**src/rtl/nibbler_core.sv**
```systemverilog
// Parametrised two-phase accumulator core: fetch/execute FSM, ALU with carry/zero,
// hardware return stack with sticky error, HALT state and a run/stall input.
module nibbler_core #(
    parameter int unsigned DATA_W      = 4,
    parameter int unsigned ADDR_W      = 12,
    parameter int unsigned STACK_DEPTH = 4
) (
    input  logic                               clock,
    input  logic                               reset,
    input  logic                               run,
    input  logic [DATA_W-1:0]                  pushbuttons,
    output logic [ADDR_W-1:0]                  pmem_addr,
    input  logic [DATA_W+4:0]                  pmem_data,
    output logic [ADDR_W-1:0]                  dmem_addr,
    input  logic [DATA_W-1:0]                  dmem_rdata,
    output logic                               dmem_we,
    output logic [DATA_W-1:0]                  dmem_wdata,
    output logic [DATA_W-1:0]                  out_port,
    output logic [DATA_W-1:0]                  accu,
    output logic                               c_flag,
    output logic                               z_flag,
    output logic                               phase,
    output logic                               halted,
    output logic                               stack_err,
    output logic [$clog2(STACK_DEPTH+1)-1:0]   sp
);

    localparam int unsigned SP_W  = $clog2(STACK_DEPTH + 1);
    localparam int unsigned STK_N = 1 << SP_W;

    typedef enum logic [1:0] {
        S_FETCH,
        S_EXEC,
        S_HALT
    } state_t;

    typedef enum logic [4:0] {
        OP_JC    = 5'h00,
        OP_JNC   = 5'h01,
        OP_CMPI  = 5'h02,
        OP_CMPM  = 5'h03,
        OP_LIT   = 5'h04,
        OP_IN    = 5'h05,
        OP_LD    = 5'h06,
        OP_ST    = 5'h07,
        OP_JZ    = 5'h08,
        OP_JNZ   = 5'h09,
        OP_ADDI  = 5'h0A,
        OP_ADDM  = 5'h0B,
        OP_JMP   = 5'h0C,
        OP_OUT   = 5'h0D,
        OP_NANDI = 5'h0E,
        OP_NANDM = 5'h0F,
        OP_CALL  = 5'h10,
        OP_RET   = 5'h11,
        OP_HALT  = 5'h12
    } opcode_t;

    state_t              state, state_n;
    logic [ADDR_W-1:0]   pc, pc_n, pc_inc, target;
    logic [4:0]          instr, instr_n;
    logic [DATA_W-1:0]   oprnd, oprnd_n;
    logic [DATA_W-1:0]   accu_n, out_n;
    logic                c_n, z_n, err_n;
    logic [SP_W-1:0]     sp_n, sp_dec;
    logic [DATA_W:0]     alu;
    logic                alu_we, flag_we;
    logic                push, st_exec, stack_fault, halt_req;
    logic [ADDR_W-1:0]   stack_mem [STK_N];

    // In EXEC the second program word supplies the low part of the target.
    assign target = ADDR_W'({oprnd, pmem_data});
    assign pc_inc = pc + 1'b1;
    assign sp_dec = sp - 1'b1;

    always_ff @(posedge clock or posedge reset) begin
        if (reset) begin
            state <= S_FETCH;
        end else if (run) begin
            state <= state_n;
        end
    end

    always_comb begin
        state_n = state;
        case (state)
            S_FETCH: state_n = S_EXEC;
            S_EXEC:  state_n = (halt_req || stack_fault) ? S_HALT : S_FETCH;
            S_HALT:  state_n = S_HALT;
            default: state_n = S_FETCH;
        endcase
    end

    always_comb begin
        pmem_addr  = pc;
        dmem_addr  = target;
        dmem_wdata = accu;
        phase      = (state == S_EXEC);
        halted     = (state == S_HALT);
        // Stalls and a reset arriving mid-EXEC both suppress the write at once.
        dmem_we    = st_exec && run && !reset;
    end

    always_comb begin
        pc_n        = pc;
        accu_n      = accu;
        c_n         = c_flag;
        z_n         = z_flag;
        out_n       = out_port;
        sp_n        = sp;
        err_n       = stack_err;
        instr_n     = instr;
        oprnd_n     = oprnd;
        alu         = '0;
        alu_we      = 1'b0;
        flag_we     = 1'b0;
        push        = 1'b0;
        st_exec     = 1'b0;
        stack_fault = 1'b0;
        halt_req    = 1'b0;

        case (state)
            S_FETCH: begin
                instr_n = pmem_data[DATA_W+4:DATA_W];
                oprnd_n = pmem_data[DATA_W-1:0];
                pc_n    = pc_inc;
            end
            S_EXEC: begin
                case (instr)
                    OP_JC:    pc_n = c_flag ? target : pc_inc;
                    OP_JNC:   pc_n = c_flag ? pc_inc : target;
                    OP_JZ:    pc_n = z_flag ? target : pc_inc;
                    OP_JNZ:   pc_n = z_flag ? pc_inc : target;
                    OP_JMP:   pc_n = target;
                    OP_CMPI: begin
                        alu     = {1'b0, accu} - {1'b0, oprnd};
                        flag_we = 1'b1;
                    end
                    OP_CMPM: begin
                        alu     = {1'b0, accu} - {1'b0, dmem_rdata};
                        flag_we = 1'b1;
                        pc_n    = pc_inc;
                    end
                    OP_LIT: begin
                        alu     = {1'b0, oprnd};
                        flag_we = 1'b1;
                        alu_we  = 1'b1;
                    end
                    OP_IN: begin
                        alu     = {1'b0, pushbuttons};
                        flag_we = 1'b1;
                        alu_we  = 1'b1;
                    end
                    OP_LD: begin
                        alu     = {1'b0, dmem_rdata};
                        flag_we = 1'b1;
                        alu_we  = 1'b1;
                        pc_n    = pc_inc;
                    end
                    OP_ST: begin
                        st_exec = 1'b1;
                        pc_n    = pc_inc;
                    end
                    OP_ADDI: begin
                        alu     = {1'b0, accu} + {1'b0, oprnd};
                        flag_we = 1'b1;
                        alu_we  = 1'b1;
                    end
                    OP_ADDM: begin
                        alu     = {1'b0, accu} + {1'b0, dmem_rdata};
                        flag_we = 1'b1;
                        alu_we  = 1'b1;
                        pc_n    = pc_inc;
                    end
                    OP_OUT:   out_n = accu;
                    OP_NANDI: begin
                        alu     = {1'b0, ~(accu & oprnd)};
                        flag_we = 1'b1;
                        alu_we  = 1'b1;
                    end
                    OP_NANDM: begin
                        alu     = {1'b0, ~(accu & dmem_rdata)};
                        flag_we = 1'b1;
                        alu_we  = 1'b1;
                        pc_n    = pc_inc;
                    end
                    OP_CALL: begin
                        if (sp == SP_W'(STACK_DEPTH)) begin
                            stack_fault = 1'b1;
                            err_n       = 1'b1;
                        end else begin
                            push = 1'b1;
                            sp_n = sp + 1'b1;
                            pc_n = target;
                        end
                    end
                    OP_RET: begin
                        if (sp == '0) begin
                            stack_fault = 1'b1;
                            err_n       = 1'b1;
                        end else begin
                            pc_n = stack_mem[sp_dec];
                            sp_n = sp_dec;
                        end
                    end
                    OP_HALT:  halt_req = 1'b1;
                    default:  ;
                endcase

                if (flag_we) begin
                    c_n = alu[DATA_W];
                    z_n = (alu[DATA_W-1:0] == '0);
                end
                if (alu_we) begin
                    accu_n = alu[DATA_W-1:0];
                end
            end
            default: ;
        endcase
    end

    always_ff @(posedge clock or posedge reset) begin
        if (reset) begin
            pc        <= '0;
            accu      <= '0;
            c_flag    <= 1'b0;
            z_flag    <= 1'b0;
            out_port  <= '0;
            sp        <= '0;
            stack_err <= 1'b0;
            instr     <= '0;
            oprnd     <= '0;
        end else if (run) begin
            pc        <= pc_n;
            accu      <= accu_n;
            c_flag    <= c_n;
            z_flag    <= z_n;
            out_port  <= out_n;
            sp        <= sp_n;
            stack_err <= err_n;
            instr     <= instr_n;
            oprnd     <= oprnd_n;
        end
    end

    // Return address is the word after the CALL's second word.
    always_ff @(posedge clock) begin
        if (run && push) begin
            stack_mem[sp] <= pc_inc;
        end
    end

endmodule

```
**config.mk**
```make
export PLATFORM = sky130hd
export DESIGN_NAME = nibbler_core
export DESIGN_NICKNAME = d
export VERILOG_FILES = /design/src/rtl/nibbler_core.sv
export SDC_FILE = /design/constraint.sdc
export NUM_CORES = 1
export LEC_CHECK = 0
export CAP_MARGIN = 10
export CORE_AREA = 2 2 128 130
export DETAILED_ROUTE_END_ITERATION = 10
export DIE_AREA = 0 0 130 132
export MAX_ROUTING_LAYER = met4
export PLACE_DENSITY = 0.66
export SETUP_SLACK_MARGIN = 0.5
export SYNTH_ARGS = -nofsm -noshare
export SYNTH_HDL_FRONTEND = slang
export SYNTH_SLANG_ARGS = --single-unit
```
**constraint.sdc**
```tcl
create_clock -name clock -period 7.7 [get_ports clock]
set_input_delay 0.77 -clock clock [delete_from_list [all_inputs] [get_ports clock]]
set_output_delay 0.77 -clock clock [all_outputs]
set_load 0.01 [all_outputs]
```
==> results.yml <==
outcome:
  status: "completed"
layout:
  antennaDiodeCount: 0
  nets: 658
  fin_util_pct: 52.6
  area.growth.synth_to_final_pct: 18.5
  final_layout_size_suffix_gt1_share_pct: 13.8
  final_cell_area_sq_mm: 0.00827
synthesis:
  avgSynthCellArea_sq_um: 11.9
  synth.distinct_cells: 76
  synth_area_sq_mm: 0.00698
  muxShareOfSynthArea_pct: 9.33
  ys_seq_elements: 133
  ys_seq_area_share_pct: 54.6
  yosysMostFrequentCell: "edfxtp_1"
  synth.area.top_cells: "edfxtp_1, dfrtp_1, mux4_2, nand2_1, buf_4"
  synth_nets: 616
  synthAdderAreaFrac_pct: 2.08
  yosysWarnings: 0
  synth_top_cell_area_share_pct: 41.3
  netlist_instances: 585
  synthArstFlopShare_pct: 27.8
  yosys-top-cells-count: "edfxtp_1, nand2_1, dfrtp_1"
  synth_top_family_by_area: "simple AND/OR/NAND/NOR gates"
  synth_edf_count: 96
  synth_ff_type: "edfxtp_1"
  synth-simple-area-share_pct: 13.6
  synthXorXnorAreaFrac_pct: 2.76
  synth_compound_area_share_pct: 12.6
  yosys.area.top_type: "edfxtp_1"
floorplanning:
  rows: 46
  core-area_sq_mm: 0.0157
  die_x_microns: 130
  num_io_pins: 65
  dieArea_sq_mm: 0.0172
  initial_core_util_pct: 44.4
  die_h_microns: 132
setup_path:
  critPathRequiredTime_ps: 8020
  cp-end-kind: "flip-flop"
  rr_endpoint: "z_flag"
  startpoint: "instr[1]"
  arrival_ps: 4000
  worstPathMaxFanout: 25
  start_kind: "flip-flop"
  critical_path_class: "flip-flop to flip-flop"
  endpoint: "z_flag"
  r2r_slack_ps: 4020
  ff2ff_path_depth: 11
  r2r_start: "instr[1]"
detailed_routing:
  dr_wl_met2_mm: 8.52
  viasPerCell: 5.91
  drtIter0Drc: 543
  firstDrtPassIters: 6
  wl_per_cell_microns: 22.2
  ant_nets: 0
  dr_total_vias: 5059
  wirelength_mm: 19.0
  drc_errors: 0
  dr_wl_met3_mm: 1.43
  highest_layer: "met4"
  m1WireLength_mm: 8.62
clock_network:
  clk_latency_ps: 430
  clkTransAtPathRegs_ps: 60
  cts_buffer_depth: 2
  post_cts_resized: 0
  cts_inserted_buffers: 17
  ctsHoldBuffers: 0
  cts_htree_levels: 4
  clkSinkCount: 133
  cts_root_buffer: "clkbuf_16"
  cts_tree: "yes"
  post-cts-setup-buffers: 0
timing:
  maxSlewViolCount: 0
  fin_ws_ps: 4020
  tns_ps: 0
  slew_headroom_pct: 22.6
  setup_viol: 0
  fmax_ghz: 0.272
  period_share_pct: 47.7
  period_needed_ps: 3680
  rsz0062_at_grt: "false"
  hold_violations: 0
  finClkSkew_ps: 18.8
  worst_pin_slew_ps: 1160
power:
  ir_worst_vdd_mv: 0.230
  netSwitchingPower_w: 0.00152
  leakagePower_nw: 3.01
  p_sw_share_pct: 42.0
  intPower_w: 0.00210
  p_comb_share_pct: 45.0
  pwr-share-clk_pct: 22.7
  power.share.sequential_pct: 32.3
  power_density_mw_per_mm2: 437
placement:
  gp_congestion: 0.975
  postPlaceCellArea_sq_mm: 0.00766
  portBuffers: 64
  dp_hpwl_mm: 13.4
  pre_cts_slack_ps: 3940
grt:
  first_global_vias: 4966
  grt_max_degree: 38
  antenna_found_initial: 0
  gr-usage-all-layers_pct: 23.8
  overflow: 0
  grt_pass1_wl_mm: 29.4
run:
  maxCapViolCount: 0
hold_path:
  hp-class: "flip-flop to flip-flop"
-- cells in the final DEF (no fill, tap or decap), types with 4 or more instances in the layout --
master and count:
xnor2_1 11, a21o_1 7, clkdlybuf4s50_1 64, clkbuf_16 17, o211ai_1 4, inv_1 26
a21oi_1 25, inv_6 6, nor3_1 15, o21ai_0 23, mux4_2 24, or2_2 5
nand4_1 7, nand2b_1 8, nand3_1 14, a211oi_1 4, ha_1 10, nor2b_1 7
edfxtp_1 96, dfrtp_1 37, nor2_1 33, o22ai_1 8, nand2_1 74, mux2_2 8
xor2_1 11
-- state kept, by name, summed over array words and instances (netlist names) --
register / flops
c_flag: 1
instr: 5
out_port: 4
state: 2
stack_err: 1
stack_mem: 96
pmem_addr: 12
accu: 4
oprnd: 4
z_flag: 1
sp: 3
-- logic make-up (layout without fill, tap and decap cells) --
kind of cell / after synthesis / in the layout
AOI/OAI and AO/OA: 122 / 122
xor gates and xnor gates: 22 / 22
adders and majority gates: 11 / 11
buffers and inverters: 69 / 124
DFF: 133 / 133
muxes: 34 / 34
and+or+nand+nor: 194 / 194
-- critical path: stages (launching register included) --
cell and delay [ps]:
dfrtp_1 790, inv_1 230, nor3_1 500, nand3_1 130, a21oi_1 220, nor2_1 100
fa_1 500, o22ai_1 70, a22o_1 220, a2111oi_0 440, nand4_1 170, o31ai_1 210
-- metrics by stage --
step,total power (W),hold slack [ps],cells
after CTS,0.00360,513,856
after global routing,0.00382,524,856
after floorplan,0.00224,502,585
after detailed placement,0.00278,501,824
final,0.00361,511,856
after global placement,0.00275,491,824
-- how the worst min path moves through the flow --
stage | start | endpoint | depth (start not counted)
3_5_place_dp | out_port[2] | out_port[2] | 1
3_3_place_gp | out_port[3] | out_port[3] | 1
5_1_grt | out_port[1] | out_port[1] | 1
4_1_cts | out_port[1] | out_port[1] | 1
2_1_floorplan | state[1] | state[1] | 1
6_report | out_port[1] | out_port[1] | 1
-- area by class of cell --
| class | instances | area (sq um) |
|---|---|---|
| clock inverters | 15 | 181 |
| flip-flops and latches | 133 | 3810 |
| inverters | 26 | 97.6 |
| well taps | 216 | 270 |
| repair buffers | 66 | 656 |
| fillers | 1340 | 7450 |
| clock buffers | 17 | 425 |
| multi-input cells | 383 | 2830 |
-- per-layer routing --
layer | track usage [%] | vias up
met5 | - | -
met4 | 8.54 | 0
met3 | 5.15 | 33
met2 | 33.0 | 239
met1 | 34.7 | 2517
li1 | - | 2270
-- power by group through the flow --
stage,logic (W),clock network (W),registers [W]
finish,0.00163,0.000820,0.00117
global route,0.00177,0.000862,0.00119
CTS,0.00161,0.000833,0.00116
detailed placement,0.00160,0,0.00117
global placement,0.00158,0,0.00117
floorplan,0.00117,0,0.00107
Power figures use the tool's default switching activity.
